==> config.mk <==
export PLATFORM = sky130hd
export DESIGN_NAME = uart_rx_param
export DESIGN_NICKNAME = d
export VERILOG_FILES = /design/src/rtl/uart_pkg.sv /design/src/rtl/sync_fifo.sv /design/src/rtl/uart_rx_param.sv
export SDC_FILE = /design/constraint.sdc
export NUM_CORES = 1
export LEC_CHECK = 0
export CAP_MARGIN = 10
export CORE_MARGIN = 2
export CORE_UTILIZATION = 50
export CTS_CLUSTER_DIAMETER = 40
export CTS_CLUSTER_SIZE = 25
export DETAILED_ROUTE_END_ITERATION = 8
export PLACE_DENSITY_LB_ADDON = 0.25
export SLEW_MARGIN = 20
export SYNTH_ARGS = -nofsm -noshare
export SYNTH_HDL_FRONTEND = slang
export SYNTH_HIERARCHICAL = 1
export SYNTH_SLANG_ARGS = --single-unit
export TNS_END_PERCENT = 1
==> constraint.sdc <==
create_clock -name clk -period 5.3 [get_ports clk]
set_clock_uncertainty 0.1 [all_clocks]
set_input_delay 1.59 -clock clk [delete_from_list [all_inputs] [get_ports clk]]
set_output_delay 1.59 -clock clk [all_outputs]
set_load 0.01 [all_outputs]
==> src/rtl/uart_pkg.sv <==
// Shared definitions for the UART receive/transmit paths: parity modes,
// receiver state encoding and a width helper for counters and pointers.
package uart_pkg;

    localparam int PARITY_NONE = 0;
    localparam int PARITY_EVEN = 1;
    localparam int PARITY_ODD  = 2;

    typedef enum logic [2:0] {
        ST_IDLE  = 3'd0,
        ST_START = 3'd1,
        ST_DATA  = 3'd2,
        ST_PAR   = 3'd3,
        ST_STOP  = 3'd4
    } rx_state_t;

    // Ceiling log2, minimum 1 so a counter always has at least one bit.
    function automatic int uart_clog2(input int value);
        int r;
        r = 1;
        for (int i = 1; i < 32; i++) begin
            if ((1 << i) < value) r = i + 1;
        end
        return r;
    endfunction

endpackage

==> src/rtl/sync_fifo.sv <==
// First-word-fall-through synchronous FIFO. The head entry is visible on
// rd_data whenever empty=0; rd_en pops it. A write while full is accepted
// only if a pop happens in the same cycle.
module sync_fifo
    import uart_pkg::*;
#(
    parameter int WIDTH = 8,
    parameter int DEPTH = 4
) (
    input  logic             clk,
    input  logic             rst,
    input  logic             wr_en,
    input  logic [WIDTH-1:0] wr_data,
    input  logic             rd_en,
    output logic [WIDTH-1:0] rd_data,
    output logic             full,
    output logic             empty
);

    localparam int PTR_W = uart_clog2(DEPTH);
    localparam int CNT_W = PTR_W + 1;

    logic [WIDTH-1:0] r_mem [DEPTH];
    logic [PTR_W-1:0] r_wptr;
    logic [PTR_W-1:0] r_rptr;
    logic [CNT_W-1:0] r_count;

    logic w_rd;
    logic w_wr;

    assign full    = (r_count == CNT_W'(DEPTH));
    assign empty   = (r_count == '0);
    assign w_rd    = rd_en && !empty;
    assign w_wr    = wr_en && (!full || w_rd);
    // Hold rd_data at zero while empty so the port has a defined reset value.
    assign rd_data = empty ? '0 : r_mem[r_rptr];

    // Storage array; contents are don't-care until written.
    always_ff @(posedge clk) begin
        if (w_wr) r_mem[r_wptr] <= wr_data;
    end

    // Pointers and occupancy count; pointers wrap since DEPTH is a power of two.
    always_ff @(posedge clk) begin
        if (rst) begin
            r_wptr  <= '0;
            r_rptr  <= '0;
            r_count <= '0;
        end else begin
            if (w_wr) r_wptr <= r_wptr + PTR_W'(1);
            if (w_rd) r_rptr <= r_rptr + PTR_W'(1);
            case ({w_wr, w_rd})
                2'b10:   r_count <= r_count + CNT_W'(1);
                2'b01:   r_count <= r_count - CNT_W'(1);
                default: r_count <= r_count;
            endcase
        end
    end

endmodule

==> src/rtl/uart_rx_param.sv <==
// Parametrised UART receiver: 2-flop synchroniser, start/data/parity/stop
// FSM with a mid-bit sampling timer, sticky error flags and an FWFT
// receive FIFO with a valid/ready read port.
module uart_rx_param
    import uart_pkg::*;
#(
    parameter int CLKS_PER_BIT = 8,
    parameter int DATA_BITS    = 8,
    parameter int PARITY       = 0,
    parameter int STOP_BITS    = 1,
    parameter int FIFO_DEPTH   = 4
) (
    input  logic                 clk,
    input  logic                 rst,
    input  logic                 uart_rx,
    output logic [DATA_BITS-1:0] rd_data,
    output logic                 rd_valid,
    input  logic                 rd_ready,
    output logic                 busy,
    output logic                 parity_err,
    output logic                 frame_err,
    output logic                 overflow,
    input  logic                 err_clr
);

    localparam int TMR_W = uart_clog2(CLKS_PER_BIT);
    localparam int IDX_W = uart_clog2(DATA_BITS + 1);

    localparam logic [TMR_W-1:0] TMR_HALF  = TMR_W'(CLKS_PER_BIT / 2 - 1);
    localparam logic [TMR_W-1:0] TMR_FULL  = TMR_W'(CLKS_PER_BIT - 1);
    localparam logic [IDX_W-1:0] LAST_DATA = IDX_W'(DATA_BITS - 1);
    localparam logic [IDX_W-1:0] LAST_STOP = IDX_W'(STOP_BITS - 1);

    logic                 r_rx_meta;
    logic                 r_rx_s;
    logic                 r_rx_q;
    rx_state_t            r_state;
    logic [TMR_W-1:0]     r_tmr;
    logic [IDX_W-1:0]     r_idx;
    logic [DATA_BITS-1:0] r_shift;
    logic                 r_par_bad;
    logic                 r_stop_bad;
    logic                 r_parity_err;
    logic                 r_frame_err;
    logic                 r_overflow;

    logic w_sample;
    logic w_par_x;
    logic w_stop_bad_now;
    logic w_frame_done;
    logic w_push;
    logic w_pop;
    logic w_full;
    logic w_empty;
    logic w_drop;

    assign w_sample       = (r_tmr == TMR_FULL);
    assign w_par_x        = (^r_shift) ^ r_rx_s;
    // Stop sample being taken this cycle counts together with earlier ones.
    assign w_stop_bad_now = r_stop_bad | ~r_rx_s;
    assign w_frame_done   = (r_state == ST_STOP) && w_sample && (r_idx == LAST_STOP);
    assign w_push         = w_frame_done && !r_par_bad && !w_stop_bad_now;
    assign w_pop          = rd_valid && rd_ready;
    // A pop in the same cycle frees a slot, so only a full FIFO without pop drops.
    assign w_drop         = w_push && w_full && !w_pop;

    assign rd_valid   = ~w_empty;
    assign busy       = (r_state != ST_IDLE);
    assign parity_err = r_parity_err;
    assign frame_err  = r_frame_err;
    assign overflow   = r_overflow;

    // Two-flop synchroniser plus one delayed copy for falling-edge detect.
    always_ff @(posedge clk) begin
        if (rst) begin
            r_rx_meta <= 1'b1;
            r_rx_s    <= 1'b1;
            r_rx_q    <= 1'b1;
        end else begin
            r_rx_meta <= uart_rx;
            r_rx_s    <= r_rx_meta;
            r_rx_q    <= r_rx_s;
        end
    end

    // Frame FSM: bit timer, bit index, shift register and per-frame error bits.
    always_ff @(posedge clk) begin
        if (rst) begin
            r_state    <= ST_IDLE;
            r_tmr      <= '0;
            r_idx      <= '0;
            r_shift    <= '0;
            r_par_bad  <= 1'b0;
            r_stop_bad <= 1'b0;
        end else begin
            case (r_state)
                ST_IDLE: begin
                    r_tmr      <= '0;
                    r_idx      <= '0;
                    r_par_bad  <= 1'b0;
                    r_stop_bad <= 1'b0;
                    // Edge, not level: a line stuck low cannot retrigger.
                    if (r_rx_q && !r_rx_s) r_state <= ST_START;
                end
                ST_START: begin
                    if (r_tmr == TMR_HALF) begin
                        r_tmr   <= '0;
                        r_state <= r_rx_s ? ST_IDLE : ST_DATA;
                    end else begin
                        r_tmr <= r_tmr + TMR_W'(1);
                    end
                end
                ST_DATA: begin
                    if (w_sample) begin
                        r_tmr   <= '0;
                        r_shift <= {r_rx_s, r_shift[DATA_BITS-1:1]};
                        if (r_idx == LAST_DATA) begin
                            r_idx   <= '0;
                            r_state <= (PARITY != PARITY_NONE) ? ST_PAR : ST_STOP;
                        end else begin
                            r_idx <= r_idx + IDX_W'(1);
                        end
                    end else begin
                        r_tmr <= r_tmr + TMR_W'(1);
                    end
                end
                ST_PAR: begin
                    if (w_sample) begin
                        r_tmr     <= '0;
                        r_par_bad <= (PARITY == PARITY_EVEN) ? w_par_x : ~w_par_x;
                        r_state   <= ST_STOP;
                    end else begin
                        r_tmr <= r_tmr + TMR_W'(1);
                    end
                end
                ST_STOP: begin
                    if (w_sample) begin
                        r_tmr      <= '0;
                        r_stop_bad <= w_stop_bad_now;
                        if (r_idx == LAST_STOP) begin
                            r_idx   <= '0;
                            r_state <= ST_IDLE;
                        end else begin
                            r_idx <= r_idx + IDX_W'(1);
                        end
                    end else begin
                        r_tmr <= r_tmr + TMR_W'(1);
                    end
                end
                default: r_state <= ST_IDLE;
            endcase
        end
    end

    // Sticky error flags; a new error in the same cycle as err_clr wins.
    always_ff @(posedge clk) begin
        if (rst) begin
            r_parity_err <= 1'b0;
            r_frame_err  <= 1'b0;
            r_overflow   <= 1'b0;
        end else begin
            r_parity_err <= (r_parity_err & ~err_clr) | (w_frame_done & r_par_bad);
            r_frame_err  <= (r_frame_err  & ~err_clr) | (w_frame_done & w_stop_bad_now);
            r_overflow   <= (r_overflow   & ~err_clr) | w_drop;
        end
    end

    sync_fifo #(
        .WIDTH (DATA_BITS),
        .DEPTH (FIFO_DEPTH)
    ) u_fifo (
        .clk     (clk),
        .rst     (rst),
        .wr_en   (w_push),
        .wr_data (r_shift),
        .rd_en   (rd_ready),
        .rd_data (rd_data),
        .full    (w_full),
        .empty   (w_empty)
    );

endmodule

# [Word-level counts from Yosys, hierarchy flattened]
# Memory sizes are Yosys's and may differ from the RTL's. A register that Yosys moved wholly into a read port is not among the register bits.
# Index checks and enable logic that the tools add are counted.
[op_classes] addsub=6 eq_ne=17 muxes=27 n_bitwise=14 reduce_logical=33
[ops] operator="2-to-1 mux 32 bit" count=6
[ops] operator="case mux 32 bit (3 select lines)" count=2
[ops] operator="adder 32 x 1 -> 32 bit, second input constant" count=4
[ops] operator="case mux 33 bit (2 select lines)" count=1
[ops] operator="equality test 32 x 3 -> 1 bit, second input constant" count=2
[ops] operator="adder 33 x 1 -> 33 bit, second input constant" count=1
[ops] operator="equality test 33 x 3 -> 1 bit, second input constant" count=1
[ops] operator="logical NOT 33 bit" count=1
[ops] operator="subtractor 33 x 1 -> 33 bit, second input constant" count=1
[ops] operator="equality test 32 x 2 -> 1 bit, second input constant" count=1
[ops] operator="logical NOT 32 bit" count=1
[ops] operator="2-to-1 mux 3 bit" count=7
[ops] operator="case mux 3 bit (5 select lines)" count=1
[ops] operator="!= test 2 bit, second input constant" count=6
[ops] operator="logical AND 1 bit" count=10
[ops] operator="nonzero test 3 bit" count=3
[ops] operator="2-to-1 mux 8 bit" count=1
[ops] operator="parity 8 bit" count=1
[ops] operator="AND reduction 7 bit" count=1
[ops] operator="equality test 3 x 2 -> 1 bit, second input constant" count=2
[ops] operator="logical NOT 1 bit" count=6
[ops] operator="2-to-1 mux 2 bit" count=3
[ops] operator="AND reduction 2 bit" count=3
[ops] operator="nonzero test 2 bit" count=3
[ops] operator="15 further kinds" count=29
[totals] regBits=180 mem_bits_rw=32 in_bits=5 output_inout_bits=13 wordCells=113 memories=1
[memory_table] memory="u_fifo.r_mem" depth=4 word_bits=8 rd=1 rd_clocked_by_memory_dff=1 write_ports=1 line="sync_fifo.sv:23" rtl="logic [WIDTH-1:0] r_mem [DEPTH];"

# [Longest topological paths before layout]
[depth] word_depth=8 depth_mapped=16

# [By module]
# Netlist, hierarchy kept.
[modules_own_cells] module="sync_fifo" instances=1 cells_per_inst=492 area_each_um2=4679.5
[modules_own_cells] module="uart_rx_param" instances=1 cells_per_inst=577 area_each_um2=4548.1

# [Worst setup path after synthesis]
# OpenSTA, ideal clock, no wires.
[synth_path] kind="input to register" from="input rd_ready" to="register u_fifo.r_count[28]" setup_ns=0.086 t_arrival_ns=4.900 t_required_ns=5.114 slack_ns=0.215 stages=12 cell_sequence="nand2b_1 > nor2_1 > ha_1 > buf_2 > a211oi_1 > o21ai_2 > o32ai_2 > a21oi_2 > a41oi_2 > o31ai_2 > xnor2_1 > a211oi_1"
[synth_between] elab_chain_cells=5 elab_cells_between_ends=7
[synth_rtl] item="start: declaration" line="uart_rx_param.sv:18" rtl="input logic rd_ready,"
[synth_rtl] item="logical AND 1 bit *" line="sync_fifo.sv:33" rtl="assign w_rd = rd_en && !empty;"
[synth_rtl] item="logical OR 1 bit" line="sync_fifo.sv:34" rtl="assign w_wr = wr_en && (!full || w_rd);"
[synth_rtl] item="logical AND 1 bit" line="sync_fifo.sv:34"
[synth_rtl] item="equality test 2 x 1 -> 1 bit / equality test 2 bit (equally long branches)" line="sync_fifo.sv:52" rtl="case ({w_wr, w_rd})"
[synth_rtl] item="case mux 33 bit (2 select lines) / nonzero test 2 bit (equally long branches)"
[synth_rtl] item="end signal: assignment" line="sync_fifo.sv:53" rtl="2'b10: r_count <= r_count + CNT_W'(1);"
[synth_rtl] item="end signal: assignment" line="sync_fifo.sv:54" rtl="2'b01: r_count <= r_count - CNT_W'(1);"
[synth_rtl] item="end signal: assignment" line="sync_fifo.sv:55" rtl="default: r_count <= r_count;"
[synth_rtl] item="end: declaration" line="sync_fifo.sv:26" rtl="logic [CNT_W-1:0] r_count;"
# Every way passes the cells marked *; elsewhere a longest branch is shown, timed or not.
# A chain may end at the register's enable or synchronous reset.

# [Worst setup path after layout]
[layout_path] from="input rd_ready" to="register u_fifo.r_count[29]"
# The elaborated chain is that of the path after synthesis.

==> impl_metrics.sql <==
INSERT INTO impl_metrics (metric_group, metric, value, unit) VALUES
('timing', 'timing.max_slew.rel_slack', '46.04', '%'),
('yosys', 'synthTopCellsByArea', 'sky130_fd_sc_hd__dfxtp_1 (26%), sky130_fd_sc_hd__edfxtp_1 (10%), sky130_fd_sc_hd__ha_1 (5.2%)', ''),
('finish', 'layout.nets', '1099', ''),
('setup_path', 'crit_slowest_cell', 'sky130_fd_sc_hd__clkdlybuf4s50_1', ''),
('timing', 'setup_tns_after_final_layout', '0', 'ns'),
('floorplan', 'die_height', '139.9', 'um'),
('floorplan', 'pin_count', '18', ''),
('place', 'finalWeightedCongestion', '0.8802', ''),
('routing', 'detailed_routing_iterations_pass_1', '4', ''),
('yosys', 'postSynth.asyncResetShare', '0', '%'),
('yosys', 'synth_top_area_share', '26.47', '%'),
('global_routing', 'first_global_vias', '7302', ''),
('yosys', 'post_synth_fa_ha_maj_area_fraction', '5.600', '%'),
('routing', 'totalWireLength', '20.99', 'mm'),
('setup_path', 'flop2flop_setup_slack', '0.70', 'ns'),
('yosys', 'syn-mean-instance-area', '8.632', 'um2'),
('floorplan', 'design.die.area', '0.01956', 'mm2'),
('yosys', 'synth_mux_area_share', '3.268', '%'),
('global_routing', 'grt_remaining_overflow', '0', ''),
('yosys', 'syn_inst', '1069', ''),
('timing', 'final_min_period_over_clock_period', '87.30', '%'),
('setup_path', 'cp_common_cell', 'sky130_fd_sc_hd__o22ai_1', ''),
('setup_path', 'timing.setup.critical_path_class', 'in2reg', ''),
('setup_path', 'timing.critical_path.slowest_cell_delay', '0.55', 'ns'),
('routing', 'vias', '7971', ''),
('yosys', 'synthXorXnorAreaFrac', '4.366', '%'),
('timing', 'period_needed', '4.627', 'ns'),
('routing', 'final_antenna_net_count', '0', ''),
('floorplan', 'core_area', '0.01802', 'mm2'),
('finish', 'mostFrequentLayoutCell', 'sky130_fd_sc_hd__dfxtp_1', ''),
('yosys', 'synthesis.yosys.warnings', '6', ''),
('timing', 'fin_hold_ws', '0.3196', 'ns'),
('global_routing', 'grt_antenna_before_repair', '0', ''),
('outcome', 'status', 'completed', ''),
('timing', 'final_max_slew_viol_count', '0', ''),
('yosys', 'post-synth-top-area-cell', 'sky130_fd_sc_hd__dfxtp_1', ''),
('timing', 'finalHoldViolations', '0', ''),
('setup_path', 'worstPathArrival', '4.87', 'ns'),
('yosys', 'synthesis.nets', '1113', ''),
('clocking', 'cts_inserted_buffers', '17', ''),
('setup_path', 'cp-end-kind', 'register', ''),
('clocking', 'clockRootBuffer', 'sky130_fd_sc_hd__clkbuf_16', ''),
('yosys', 'summed_instance_area_of_the_synthesized_netlist', '0.009228', 'mm2'),
('worst_hold_path', 'worstHoldPathType', 'reg2reg', ''),
('pwr', 'pwr_density_cell', '298.7', 'mW/mm2'),
('finish', 'filler_cell_count', '1660', ''),
('pwr', 'total_leakage_power', '3.489', 'nW'),
('pwr', 'irDropWorstVdd', '0.2431', 'mV'),
('yosys', 'ys_ff_latch', '154', ''),
('clocking', 'post_cts.repair.setup_buffers', '0', ''),
('job', 'number_of_maximum_capacitance_violations', '0', ''),
('timing', 'slew_of_the_pin_with_the_lowest_slew_margin', '0.8050', 'ns'),
('setup_path', 'cp_cell_sequence', 'clkdlybuf4s50_1, nand2b_1, nor2_2, buf_4, ha_1, a21oi_2, o22ai_1, a211oi_2, o22ai_1, o31ai_2, o21ai_1, xnor2_1, a211oi_1', ''),
('yosys', 'synth.yosys.seq_area_share', '36.88', '%'),
('clocking', 'ctsHtreeMaxLevel', '4', ''),
('setup_path', 'cp_top_family', 'compound AO/OA/AOI/OAI gates', ''),
('place', 'pre_cts_slack', '0.2632', 'ns'),
('clocking', 'post_cts_hold_buffer_count', '0', ''),
('setup_path', 'setup.worst_path.start', 'rd_ready', ''),
('finish', 'area_growth', '8.908', '%'),
('floorplan', 'placement_rows', '49', ''),
('global_routing', 'groute.usage.overall', '21.92', '%'),
('setup_path', 'timing.critical_path.to', 'u_fifo/r_count[29]', ''),
('setup_path', 'cp_num_buf_inv', '2', ''),
('timing', 'rsz0062_at_grt', 'no', ''),
('timing', 'timing.final.setup_violations', '0', ''),
('clocking', 'clk-insertion-delay-late', '0.43', 'ns'),
('setup_path', 'worstPathRequired', '5.54', 'ns'),
('clocking', 'cts-root-to-sink-buffers', '2', ''),
('finish', 'antenna-diode-count', '0', ''),
('clocking', 'postCtsResizedCells', '0', '');
[worst register-to-register path, cell delays in order, from the launching register on]
cell	delay, ns
sky130_fd_sc_hd__dfxtp_1	0.36
sky130_fd_sc_hd__nor4_1	0.40
sky130_fd_sc_hd__nand4_2	0.26
sky130_fd_sc_hd__nor3_1	0.40
sky130_fd_sc_hd__and4_1	0.48
sky130_fd_sc_hd__nor2_2	0.08
sky130_fd_sc_hd__buf_4	0.23
sky130_fd_sc_hd__ha_1	0.47
sky130_fd_sc_hd__nand2_1	0.16
sky130_fd_sc_hd__o21ai_2	0.21
sky130_fd_sc_hd__o32ai_2	0.12
sky130_fd_sc_hd__a21oi_2	0.20
sky130_fd_sc_hd__a41oi_2	0.25
sky130_fd_sc_hd__o31ai_1	0.44
sky130_fd_sc_hd__a22oi_1	0.15
sky130_fd_sc_hd__nand3b_1	0.17
[flip-flops by register name, indices dropped and copies added (netlist names), named ones only]
name,cells
r_rx_meta,1
r_rx_s,1
r_shift,8
r_rx_q,1
r_idx,32
u_fifo/r_wptr,2
u_fifo/r_mem,32
r_par_bad,1
r_tmr,32
u_fifo/r_rptr,2
r_state,3
overflow,1
u_fifo/r_count,33
frame_err,1
r_stop_bad,1
parity_err,1
[through the flow]
step / instances / instance area, um2
5_1_grt: 1297 / 10050
3_3_place_gp: 1265 / 9485
2_1_floorplan: 1069 / 9228
3_5_place_dp: 1265 / 9485
6_report: 1297 / 10050
4_1_cts: 1297 / 10050
[report_power, final]
part / switching [mW] / internal [mW] / total (mW)
sequential: 0.0427 / 1.23 / 1.27
combinational: 0.322 / 0.228 / 0.550
clock: 0.522 / 0.655 / 1.18
total: 0.887 / 2.12 / 3.00
[worst min-delay path by stage]
stage	startpoint	to	slack (ns)	depth (start not counted)
after global routing	r_rx_meta	r_rx_s	0.34	1
final	r_rx_meta	r_rx_s	0.32	1
after detailed placement	r_rx_meta	r_rx_s	0.31	1
after floorplan	r_rx_meta	r_rx_s	0.29	1
after CTS	r_rx_meta	r_rx_s	0.32	1
after global placement	r_rx_meta	r_rx_s	0.29	1
[per-layer routing]
layer | track usage (%) | vias up | wire length (um)
met1 | 30.71 | 3785 | 10160
met4 | 7.053 | 0 | 320
met3 | 4.164 | 24 | 845
met2 | 34.30 | 181 | 9667
met5 | 0 | - | 0
li1 | - | 3981 | -
[layout make-up]
cell class                      count  area, um2  area share, %
Tap cell                          229      286.5          2.851
Inverter                           45      168.9          1.681
Multi-Input combinational cell    808       5371          53.45
Timing Repair Buffer               29      255.2          2.540
Sequential cell                   154       3403          33.86
Clock inverter                     14      135.1          1.345
Clock buffer                       18      429.2          4.270
[kinds of logic (layout without fill, tap and decap cells)]
kind of cell | Yosys count | count (layout)
compound gates | 285 | 285
simple gates | 416 | 416
mux | 20 | 20
fa+ha+maj | 41 | 41
xor+xnor | 46 | 46
flops | 154 | 154
buf+inv | 107 | 106
[cells in the mapped netlist (6+ instances only)]
cell / number
sky130_fd_sc_hd__o31ai_1: 17
sky130_fd_sc_hd__nand4_1: 34
sky130_fd_sc_hd__dfxtp_1: 122
sky130_fd_sc_hd__inv_1: 44
sky130_fd_sc_hd__nand3b_1: 13
sky130_fd_sc_hd__a21oi_1: 90
sky130_fd_sc_hd__nor3_1: 31
sky130_fd_sc_hd__and4_1: 6
sky130_fd_sc_hd__o41ai_1: 8
sky130_fd_sc_hd__nor2b_1: 15
sky130_fd_sc_hd__nand3_1: 33
sky130_fd_sc_hd__nand2b_1: 9
sky130_fd_sc_hd__edfxtp_1: 32
sky130_fd_sc_hd__clkbuf_1: 42
sky130_fd_sc_hd__nor4_1: 27
sky130_fd_sc_hd__xnor2_1: 30
sky130_fd_sc_hd__xor2_1: 16
sky130_fd_sc_hd__mux4_2: 8
sky130_fd_sc_hd__a211oi_1: 13
sky130_fd_sc_hd__nor2_1: 82
sky130_fd_sc_hd__or3_1: 14
sky130_fd_sc_hd__o21ai_0: 34
sky130_fd_sc_hd__nand2_1: 98
sky130_fd_sc_hd__ha_1: 38
sky130_fd_sc_hd__a311oi_1: 12
sky130_fd_sc_hd__a21o_1: 17
sky130_fd_sc_hd__or4_1: 9
sky130_fd_sc_hd__mux2i_1: 11
sky130_fd_sc_hd__and3_1: 13
sky130_fd_sc_hd__a31oi_1: 15
sky130_fd_sc_hd__o21ai_1: 12
sky130_fd_sc_hd__o2111ai_1: 7
sky130_fd_sc_hd__buf_2: 12
Power figures use the tool's default switching activity.
